### src/rtl/fifo_rd_ctrl_pkg.sv
// Shared definitions for the async-FIFO read-side controller.
// Holds default geometry and the Gray-to-binary helper.
package fifo_rd_ctrl_pkg;

  localparam int DEF_ADDR_WIDTH = 4;
  localparam int DEF_DATA_WIDTH = 8;
  localparam int DEF_AE_THRESH  = 2;

  // Width-generic decode: callers zero-extend into 32 bits and cast the result back
  function automatic logic [31:0] gray2bin(input logic [31:0] g);
    logic [31:0] b;
    b[31] = g[31];
    for (int i = 30; i >= 0; i--) begin
      b[i] = b[i+1] ^ g[i];
    end
    return b;
  endfunction

endpackage

### src/rtl/fifo_rd_if.sv
// Read-side FIFO bus: pointer exchange, memory read port and consumer handshake.
// The master modport is the read controller; the slave modport is its environment.
interface fifo_rd_if #(
  parameter int ADDR_WIDTH = 4,
  parameter int DATA_WIDTH = 8
);

  logic [ADDR_WIDTH:0]   rq2_wptr;
  logic [ADDR_WIDTH:0]   rptr;
  logic [ADDR_WIDTH-1:0] raddr;
  logic                  ren;
  logic [DATA_WIDTH-1:0] rdata_mem;
  logic [DATA_WIDTH-1:0] out_data;
  logic                  out_valid;
  logic                  out_ready;
  logic                  rempty;
  logic                  ralmost_empty;
  logic [ADDR_WIDTH:0]   rlevel;

  modport master (
    input  rq2_wptr, rdata_mem, out_ready,
    output rptr, raddr, ren, out_data, out_valid, rempty, ralmost_empty, rlevel
  );

  modport slave (
    output rq2_wptr, rdata_mem, out_ready,
    input  rptr, raddr, ren, out_data, out_valid, rempty, ralmost_empty, rlevel
  );

endinterface

### src/rtl/fifo_rd_skid.sv
// Two-entry output buffer absorbing the one-cycle memory read latency.
// Entry 0 is always the head; a write and pop in the same cycle keep occupancy.
module fifo_rd_skid #(
  parameter int DATA_WIDTH = 8
) (
  input  logic                  clk,
  input  logic                  rst_n,
  input  logic                  wr_en,
  input  logic [DATA_WIDTH-1:0] wr_data,
  input  logic                  rd_ready,
  output logic [DATA_WIDTH-1:0] out_data,
  output logic                  out_valid,
  output logic [1:0]            occ
);

  logic [DATA_WIDTH-1:0] e0_r;
  logic [DATA_WIDTH-1:0] e1_r;
  logic [1:0]            occ_r;
  logic                  pop_s;

  // Pop is only meaningful when the head entry holds a word
  always_comb begin
    pop_s = 1'b0;
    if (occ_r != 2'd0) begin
      pop_s = rd_ready;
    end else begin
      pop_s = 1'b0;
    end
  end

  // Buffer storage and occupancy update
  always_ff @(posedge clk) begin
    if (!rst_n) begin
      e0_r  <= '0;
      e1_r  <= '0;
      occ_r <= 2'd0;
    end else begin
      case ({wr_en, pop_s})
        2'b10: begin
          if (occ_r == 2'd0) begin
            e0_r  <= wr_data;
            occ_r <= 2'd1;
          end else if (occ_r == 2'd1) begin
            e1_r  <= wr_data;
            occ_r <= 2'd2;
          end
        end
        2'b01: begin
          e0_r  <= e1_r;
          occ_r <= occ_r - 2'd1;
        end
        2'b11: begin
          if (occ_r == 2'd1) begin
            e0_r <= wr_data;
          end else begin
            e0_r <= e1_r;
            e1_r <= wr_data;
          end
        end
        default: begin
          occ_r <= occ_r;
        end
      endcase
    end
  end

  assign out_data  = e0_r;
  assign out_valid = (occ_r != 2'd0);
  assign occ       = occ_r;

endmodule

### src/rtl/fifo_rd_ctrl.sv
// Async-FIFO read-side controller: Gray read pointer, empty/level flags and
// prefetch into a two-entry output buffer so the consumer sees one word per cycle.
module fifo_rd_ctrl
  import fifo_rd_ctrl_pkg::*;
#(
  parameter int ADDR_WIDTH = DEF_ADDR_WIDTH,
  parameter int DATA_WIDTH = DEF_DATA_WIDTH,
  parameter int AE_THRESH  = DEF_AE_THRESH
) (
  input logic      rclk,
  input logic      rrst_n,
  fifo_rd_if.master bus
);

  localparam int PW = ADDR_WIDTH + 1;
  localparam logic [PW-1:0] AE_LVL = PW'(AE_THRESH);

  logic [PW-1:0]         rbin_r;
  logic [PW-1:0]         rptr_r;
  logic [PW-1:0]         rlevel_r;
  logic                  rempty_r;
  logic                  ralmost_empty_r;
  logic                  inflight_r;
  logic [PW-1:0]         rbin_next_s;
  logic [PW-1:0]         gray_next_s;
  logic [PW-1:0]         wbin_s;
  logic [PW-1:0]         level_next_s;
  logic                  ren_s;
  logic                  pop_s;
  logic [2:0]            pending_s;
  logic [1:0]            occ_s;
  logic                  out_valid_s;
  logic [DATA_WIDTH-1:0] out_data_s;

  // Fetch when memory has data and the buffer has room once in-flight data lands
  always_comb begin
    pop_s     = out_valid_s & bus.out_ready;
    pending_s = {1'b0, occ_s} + {2'b00, inflight_r};
    if (!rrst_n) begin
      ren_s = 1'b0;
    end else if (rempty_r) begin
      ren_s = 1'b0;
    end else if ((pending_s < 3'd2) || pop_s) begin
      ren_s = 1'b1;
    end else begin
      ren_s = 1'b0;
    end
  end

  // Next pointer, its Gray form, and the unfetched word count it implies
  always_comb begin
    rbin_next_s  = rbin_r + {{ADDR_WIDTH{1'b0}}, ren_s};
    gray_next_s  = rbin_next_s ^ (rbin_next_s >> 1'b1);
    wbin_s       = PW'(gray2bin(32'(bus.rq2_wptr)));
    level_next_s = wbin_s - rbin_next_s;
  end

  // Pointer, flag and level registers
  always_ff @(posedge rclk) begin
    if (!rrst_n) begin
      rbin_r          <= '0;
      rptr_r          <= '0;
      rlevel_r        <= '0;
      rempty_r        <= 1'b1;
      ralmost_empty_r <= 1'b1;
      inflight_r      <= 1'b0;
    end else begin
      rbin_r          <= rbin_next_s;
      rptr_r          <= gray_next_s;
      rlevel_r        <= level_next_s;
      rempty_r        <= (gray_next_s == bus.rq2_wptr);
      ralmost_empty_r <= (level_next_s <= AE_LVL);
      inflight_r      <= ren_s;
    end
  end

  fifo_rd_skid #(
    .DATA_WIDTH (DATA_WIDTH)
  ) u_skid (
    .clk       (rclk),
    .rst_n     (rrst_n),
    .wr_en     (inflight_r),
    .wr_data   (bus.rdata_mem),
    .rd_ready  (bus.out_ready),
    .out_data  (out_data_s),
    .out_valid (out_valid_s),
    .occ       (occ_s)
  );

  assign bus.rptr          = rptr_r;
  assign bus.raddr         = rbin_r[ADDR_WIDTH-1:0];
  assign bus.ren           = ren_s;
  assign bus.out_data      = out_data_s;
  assign bus.out_valid     = out_valid_s;
  assign bus.rempty        = rempty_r;
  assign bus.ralmost_empty = ralmost_empty_r;
  assign bus.rlevel        = rlevel_r;

endmodule

### src/flat_wrapper.sv
// flat-port wrapper written by rule: the top's interface ports become plain ports
module fifo_rd_ctrl_flat import fifo_rd_ctrl_pkg::*;
#(
  parameter int ADDR_WIDTH = DEF_ADDR_WIDTH,
  parameter int DATA_WIDTH = DEF_DATA_WIDTH,
  parameter int AE_THRESH  = DEF_AE_THRESH
)
  (rclk, rrst_n, bus_rq2_wptr, bus_rdata_mem, bus_out_ready, bus_rptr, bus_raddr, bus_ren, bus_out_data, bus_out_valid, bus_rempty, bus_ralmost_empty, bus_rlevel);
  fifo_rd_if #(.ADDR_WIDTH(ADDR_WIDTH), .DATA_WIDTH(DATA_WIDTH)) bus_i ();
  input logic rclk;
  input logic rrst_n;
  input wire logic [$bits(bus_i.rq2_wptr)-1:0] bus_rq2_wptr;
  input wire logic [$bits(bus_i.rdata_mem)-1:0] bus_rdata_mem;
  input wire logic [$bits(bus_i.out_ready)-1:0] bus_out_ready;
  output wire logic [$bits(bus_i.rptr)-1:0] bus_rptr;
  output wire logic [$bits(bus_i.raddr)-1:0] bus_raddr;
  output wire logic [$bits(bus_i.ren)-1:0] bus_ren;
  output wire logic [$bits(bus_i.out_data)-1:0] bus_out_data;
  output wire logic [$bits(bus_i.out_valid)-1:0] bus_out_valid;
  output wire logic [$bits(bus_i.rempty)-1:0] bus_rempty;
  output wire logic [$bits(bus_i.ralmost_empty)-1:0] bus_ralmost_empty;
  output wire logic [$bits(bus_i.rlevel)-1:0] bus_rlevel;
  assign bus_i.rq2_wptr = bus_rq2_wptr;
  assign bus_i.rdata_mem = bus_rdata_mem;
  assign bus_i.out_ready = bus_out_ready;
  assign bus_rptr = bus_i.rptr;
  assign bus_raddr = bus_i.raddr;
  assign bus_ren = bus_i.ren;
  assign bus_out_data = bus_i.out_data;
  assign bus_out_valid = bus_i.out_valid;
  assign bus_rempty = bus_i.rempty;
  assign bus_ralmost_empty = bus_i.ralmost_empty;
  assign bus_rlevel = bus_i.rlevel;
  fifo_rd_ctrl #(.ADDR_WIDTH(ADDR_WIDTH), .DATA_WIDTH(DATA_WIDTH), .AE_THRESH(AE_THRESH)) u_core (.rclk(rclk), .rrst_n(rrst_n), .bus(bus_i));
endmodule
### config.mk
export PLATFORM = sky130hd
export DESIGN_NAME = fifo_rd_ctrl_flat
export DESIGN_NICKNAME = d
export VERILOG_FILES = /design/src/rtl/fifo_rd_ctrl_pkg.sv /design/src/rtl/fifo_rd_if.sv /design/src/rtl/fifo_rd_skid.sv /design/src/rtl/fifo_rd_ctrl.sv /design/src/flat_wrapper.sv
export SDC_FILE = /design/constraint.sdc
export NUM_CORES = 1
export LEC_CHECK = 0
export ABC_AREA = 1
export CAP_MARGIN = 20
export CORE_MARGIN = 2
export CORE_UTILIZATION = 56
export CTS_CLUSTER_SIZE = 24
export DETAILED_ROUTE_END_ITERATION = 8
export PLACE_DENSITY = 0.86
export SETUP_SLACK_MARGIN = 0.15
export SYNTH_ARGS = -nofsm -noshare
export SYNTH_HDL_FRONTEND = slang
export SYNTH_HIERARCHICAL = 1
export SYNTH_SLANG_ARGS = --single-unit
### constraint.sdc
create_clock -name rclk -period 4.1 [get_ports rclk]
set_input_delay 0.82 -clock rclk [delete_from_list [all_inputs] [get_ports rclk]]
set_output_delay 0.82 -clock rclk [all_outputs]
set_load 0.01 [all_outputs]
After elaboration in Yosys (flattened, before gate mapping):

Cells that the tools add are included.
W data, S select, Z words.

* muxes and demuxes: 13
* order comparisons: 2
* equality and inequality tests: 9
* bitwise logic cells: 6
* add/subtract/negate cells: 4
* reduce and logical (&&, ||, !) cells: 9

Operators with widths (number)
* $mux W8: 4
* $pmux W8 S3: 1
* $pmux W8 S2: 1
* $ne A2 B2 Y1 const B: 3
* $reduce_bool A2 Y1: 3
* $add A5 B1 Y5: 1
* $eq A5 B5 Y1: 1
* $le A5 B2 Y1 const B: 1
* $sub A5 B5 Y5: 1
* $xor A5 B4 Y5: 1
* $eq A2 B1 Y1 const B: 2
* $eq A2 B2 Y1 const B: 2
* $mux W1: 4
* $mux W2: 2
* $pmux W2 S2: 1
* $reduce_and A2 Y1: 2
* $xor A1 B1 Y1: 4
* $add A2 B1 Y3: 1
* $lt A3 B2 Y1 const B: 1
* $ne A3 B3 Y1 const B: 1
* $reduce_and A3 Y1: 1
* $reduce_bool A3 Y1: 1
* $logic_not A2 Y1: 1
* $sub A2 B1 Y2 const B: 1
* 2 further kinds: 2

* output and inout bits: 26
* word-level logic and storage cells: 52
* input bits: 16
* register bits: 36

Logic depth before layout (Yosys ltp):

* depth in word-level cells: 9
* depth in mapped cells: 19
* mapped depth without buffers: 19

Hierarchy:

The synthesis kept the hierarchy.

Modules (own cells, without submodules)
* fifo_rd_skid: area each 1194.9 µm², instances 1, seq. area each 360.3 µm², cells each 192
* fifo_rd_ctrl: area each 991.0 µm², instances 1, seq. area each 340.3 µm², cells each 113

Least setup slack after synthesis:

OpenSTA, ideal clock, no wires.

* path kind: input to register
* from: in rrst_n
* to: reg u_core.ralmost_empty_r, in the netlist u_core/bus.ralmost_empty
* setup time: 0.115 ns
* cell stages on the path: 16
* arrival time: 2.979 ns
* required time: 3.985 ns
* buffers on the path: 1
* slack: 1.006 ns
* cells stage by stage: inv_1 > clkbuf_1 > a211oi_1 > ha_1 > ha_1 > inv_1 > nand3_4 > nand2_1 > inv_1 > ha_1 > inv_1 > nand2_2 > nand2_2 > nand3b_1 > a21oi_2 > nor2_2

* word-level cells in the longest chain between the ends: 4

RTL lines
* from (decl): RTL line flat_wrapper.sv:11 `input logic rrst_n;`
* $mux W1: RTL line fifo_rd_ctrl.sv:39 `if (!rrst_n) begin`
* net bus_ren: RTL line flat_wrapper.sv:17 `output wire logic [$bits(bus_i.ren)-1:0] bus_ren;`
* $add A5 B1 Y5: RTL line fifo_rd_ctrl.sv:52 `rbin_next_s = rbin_r + {{ADDR_WIDTH{1'b0}}, ren_s};`
* net u_core.rbin_next_s[1]: RTL line fifo_rd_ctrl.sv:24 `logic [PW-1:0] rbin_next_s;`
* $sub A5 B5 Y5: RTL line fifo_rd_ctrl.sv:55 `level_next_s = wbin_s - rbin_next_s;`
* $le A5 B2 Y1: RTL line fifo_rd_ctrl.sv:72 `ralmost_empty_r <= (level_next_s <= AE_LVL);`
* to (signal assigned): RTL line fifo_rd_ctrl.sv:72
* to (decl): RTL line fifo_rd_ctrl.sv:22 `logic ralmost_empty_r;`

The timed path passes the listed nets, and every way through them passes these cells.
A chain may end at the register's enable or synchronous reset.

Final worst setup path:

* from: in bus_out_ready
* to: reg u_core.ralmost_empty_r, in the netlist u_core/bus.ralmost_empty

* word-level cells in the longest chain between the ends: 8

RTL lines
* from (decl): RTL line flat_wrapper.sv:14 `input wire logic [$bits(bus_i.out_ready)-1:0] bus_out_ready;`
* $and A1 B1 Y1: RTL line fifo_rd_ctrl.sv:37 `pop_s = out_valid_s & bus.out_ready;`
* $logic_or A1 B1 Y1: RTL line fifo_rd_ctrl.sv:43 `end else if ((pending_s < 3'd2) || pop_s) begin`
* $mux W1: RTL line fifo_rd_ctrl.sv:43
* $mux W1: RTL line fifo_rd_ctrl.sv:41 `end else if (rempty_r) begin`
* $mux W1: RTL line fifo_rd_ctrl.sv:39
* $add A5 B1 Y5: RTL line fifo_rd_ctrl.sv:52
* net u_core.rbin_next_s[1]: RTL line fifo_rd_ctrl.sv:24
* $sub A5 B5 Y5: RTL line fifo_rd_ctrl.sv:55
* $le A5 B2 Y1: RTL line fifo_rd_ctrl.sv:72

The timed path passes the listed nets, and every way through them passes these cells.

==> results.md <==
- Routed length per instance: 12.2 um
- Max-slew violation total from the final report: 0
- Setup TNS: 0 ns
- Setup violations, final: 0
- Post-cts sizing count: 0
- Run status: finished clean
- Buffers on Ports: just over 40
- H-tree depth: 2
- Design Power: 1.09 mW
- Post-Syn Instances: approximately 300
- Clock Path Buffers: 2
- Largest net degree at the start of global routing: 17
- Clock sink count: 35
- Measured slew at the worst slew-check pin: 0.386 ns
- Tcrit/Tclk final: 0.786
- Vias in the first global route: ~1900
- CP bufs+invs: 4
- Slowest cell on the critical path: clkdlybuf4s50_1
- Share of cells above drive strength 1: 0.146
- Initial Util: 0.588
- Fin crit period: between 3 and 4 ns
- Syn Std Cell Area: ~0.0022 mm^2
- Worst-path fanout max: 6
- Post-DP HPWL: ~3500 um
- RSZ-0062 raised after global routing: false
- Syn nets: approximately 330
- First-pass GRT wire length: a little over 8000 um
- Filler cells: 310
- CTS root buffer: clkbuf_8
- Worst path max stage delay: between 0.5 and 0.6 ns
- CP startpoint kind: input port
- Routed wire length: a little under 5000 um
- Setup CP Type: in -> reg
- Slew HR: 0.743
- Largest delay contributor family on the critical path: buffers and inverters
- YS warnings: 6
- Ys flop type: dfxtp_1
- Post-CTS Setup Inserts: 0
- Async set-or-reset flop fraction in the synthesized netlist: 0
- WP data required: 4.29 ns
- Die area: between 0.004 and 0.005 mm^2
- Cell area power density: between 300 and 400 mW/mm^2
- I/O pin cnt: 42
- #FFs+latches synth: 35
- Register area: 701 um^2
- Final hold viol count: 0
- Worst IR drop on VDD: ~0.34 mV
- Final net count: 372
- Unique masters post-synth: 33
- Register area share after synthesis: 0.321
- CTS Buf Count: 5
- Antenna cells: 0
- Multi-input logic area: 0.00124 mm^2
- Reg clk slew, reported paths: around 0.070 ns
- Post-DRT Antenna Nets: 0
- Clk Latency, worst-skew pair: between 0.2 and 0.3 ns
- Crit end category: register
- Crit path DAT: 3.41 ns
- Most frequent cells in the layout: nand2_1, inv_1, clkdlybuf4s50_1
- Via count: ~2000
- Area growth syn-to-layout: 25.4%
- Syn_area_per_cell: 7.17 um^2
- Total congestion overflow: 0
- Routability Congestion: roughly 0.87
- Max-cap viol count: 0
- Worst Hold Class: reg -> reg
- CTS tree: built
- Via density: about 5.1
- DRT iter0 DRCs: 137
- Static Leakage: approximately 1.3 nW
- Number of synthesized flops with an enable pin: 0
- Die width: about 66 um
- Fmax: around 0.31 GHz
- Vertical die dimension: between 60 and 70 um
- Core area: between 0.003 and 0.004 mm^2
- Cts hold-fix bufs: 0
- Skew final: 0.00379 ns
- Tot GR Track Use: 0.247
- Initial antenna violation count: 0
- Drt pass-1 iters: 4
- Commonest non-fill, non-tap cell in the layout: nand2_1
- Final routed DRC violation total: 0
- Critical path cell sequence: clkdlybuf4s50_1, nand2_1, a211oi_1, ha_1, ha_1, inv_1, nand3_4, nand2_1, inv_1, ha_1, inv_1, nand2_2, nand2_2, nand3b_1, a21oi_2, nor2_2
- # rows: 22
## registers in the layout, indices dropped and copies added (netlist names), 2 cells and up
signal                  cells
u_core/bus.rlevel           5
u_core/bus.rptr             4
u_core/rbin_r               5
u_core/u_skid/e1_r          8
u_core/u_skid/occ           2
u_core/u_skid/out_data      8
## final cells by class
cell class | count | area share
clock buffers | 6 | 0.0301
clock inverters | 2 | 0.0128
inverters | 50 | 0.0703
multi-input cells | 214 | 0.454
flip-flops and latches | 35 | 0.256
well taps | 48 | 0.0219
repair buffers | 43 | 0.155
## power breakdown
group	internal, mW	total (mW)	leakage (nW)	switching, mW
logic	0.158	0.367	0.933	0.208
registers	0.379	0.396	0.287	0.0172
clock network	0.197	0.327	0.0612	0.130
## through the flow
step / hold slack (ns) / area [um^2] / cells / setup WS (ns) / utilization
after floorplan: 0.468 / 2190 / 305 / 1.01 / -
after global placement: 0.450 / 2620 / 390 / 0.647 / 0.706
after detailed placement: 0.445 / 2620 / 390 / 0.560 / 0.706
after CTS: 0.459 / 2740 / 398 / 0.874 / 0.737
after global routing: 0.494 / 2740 / 398 / 0.634 / 0.737
final: 0.460 / 2740 / 398 / 0.879 / 0.737
## layer usage
metal  vias to the layer above  share of wire  track usage
li1                       1040              -            -
met1                       919           0.47        0.310
met2                        62           0.45        0.409
met3                        10          0.063       0.0541
met4                         0          0.018       0.0995
met5                         -              0            0
## worst paths after layout
kind | depth (start not counted) | start | slack, ns | end
max | 16 | bus_out_ready | 0.88 | u_core/bus.ralmost_empty
min | 1 | u_core/bus.rempty | 0.46 | u_core/inflight_r
max reg2reg | 18 | u_core/u_skid/occ[0] | 1.14 | u_core/bus.ralmost_empty
min reg2reg | 1 | u_core/bus.rempty | 0.46 | u_core/inflight_r
## logic make-up (layout without fill, tap and decap cells)
| family | Yosys count | count (layout) | synth area share |
|---|---|---|---|
| AOI/OAI and AO/OA | 35 | 35 | 0.0945 |
| xor gates and xnor gates | 13 | 13 | 0.0624 |
| adders and majority gates | 7 | 7 | 0.0401 |
| buffers and inverters | 56 | 101 | 0.110 |
| DFF | 35 | 35 | 0.321 |
| and+or+nand+nor | 159 | 159 | 0.372 |
## Yosys cell counts, types with 2 or more instances
master,count,share of area
a21oi_2,3,0.012
xor2_1,7,0.028
dfxtp_1,35,0.32
nand3_1,31,0.071
inv_2,4,0.0069
inv_1,44,0.076
ha_1,7,0.040
clkbuf_1,2,0.0034
nand2_4,6,0.031
nor2_4,2,0.010
nor2_1,13,0.022
a21oi_1,15,0.034
xor2_2,2,0.015
o21ai_1,2,0.0046
nand3_2,6,0.027
nand2_2,7,0.020
buf_6,3,0.015
xnor2_1,3,0.012
nand3_4,3,0.024
o21ai_0,10,0.023
nand2_1,83,0.14
a211oi_1,2,0.0069
nor2_2,5,0.014
Note: power is estimated with default switching activity, not from simulation.
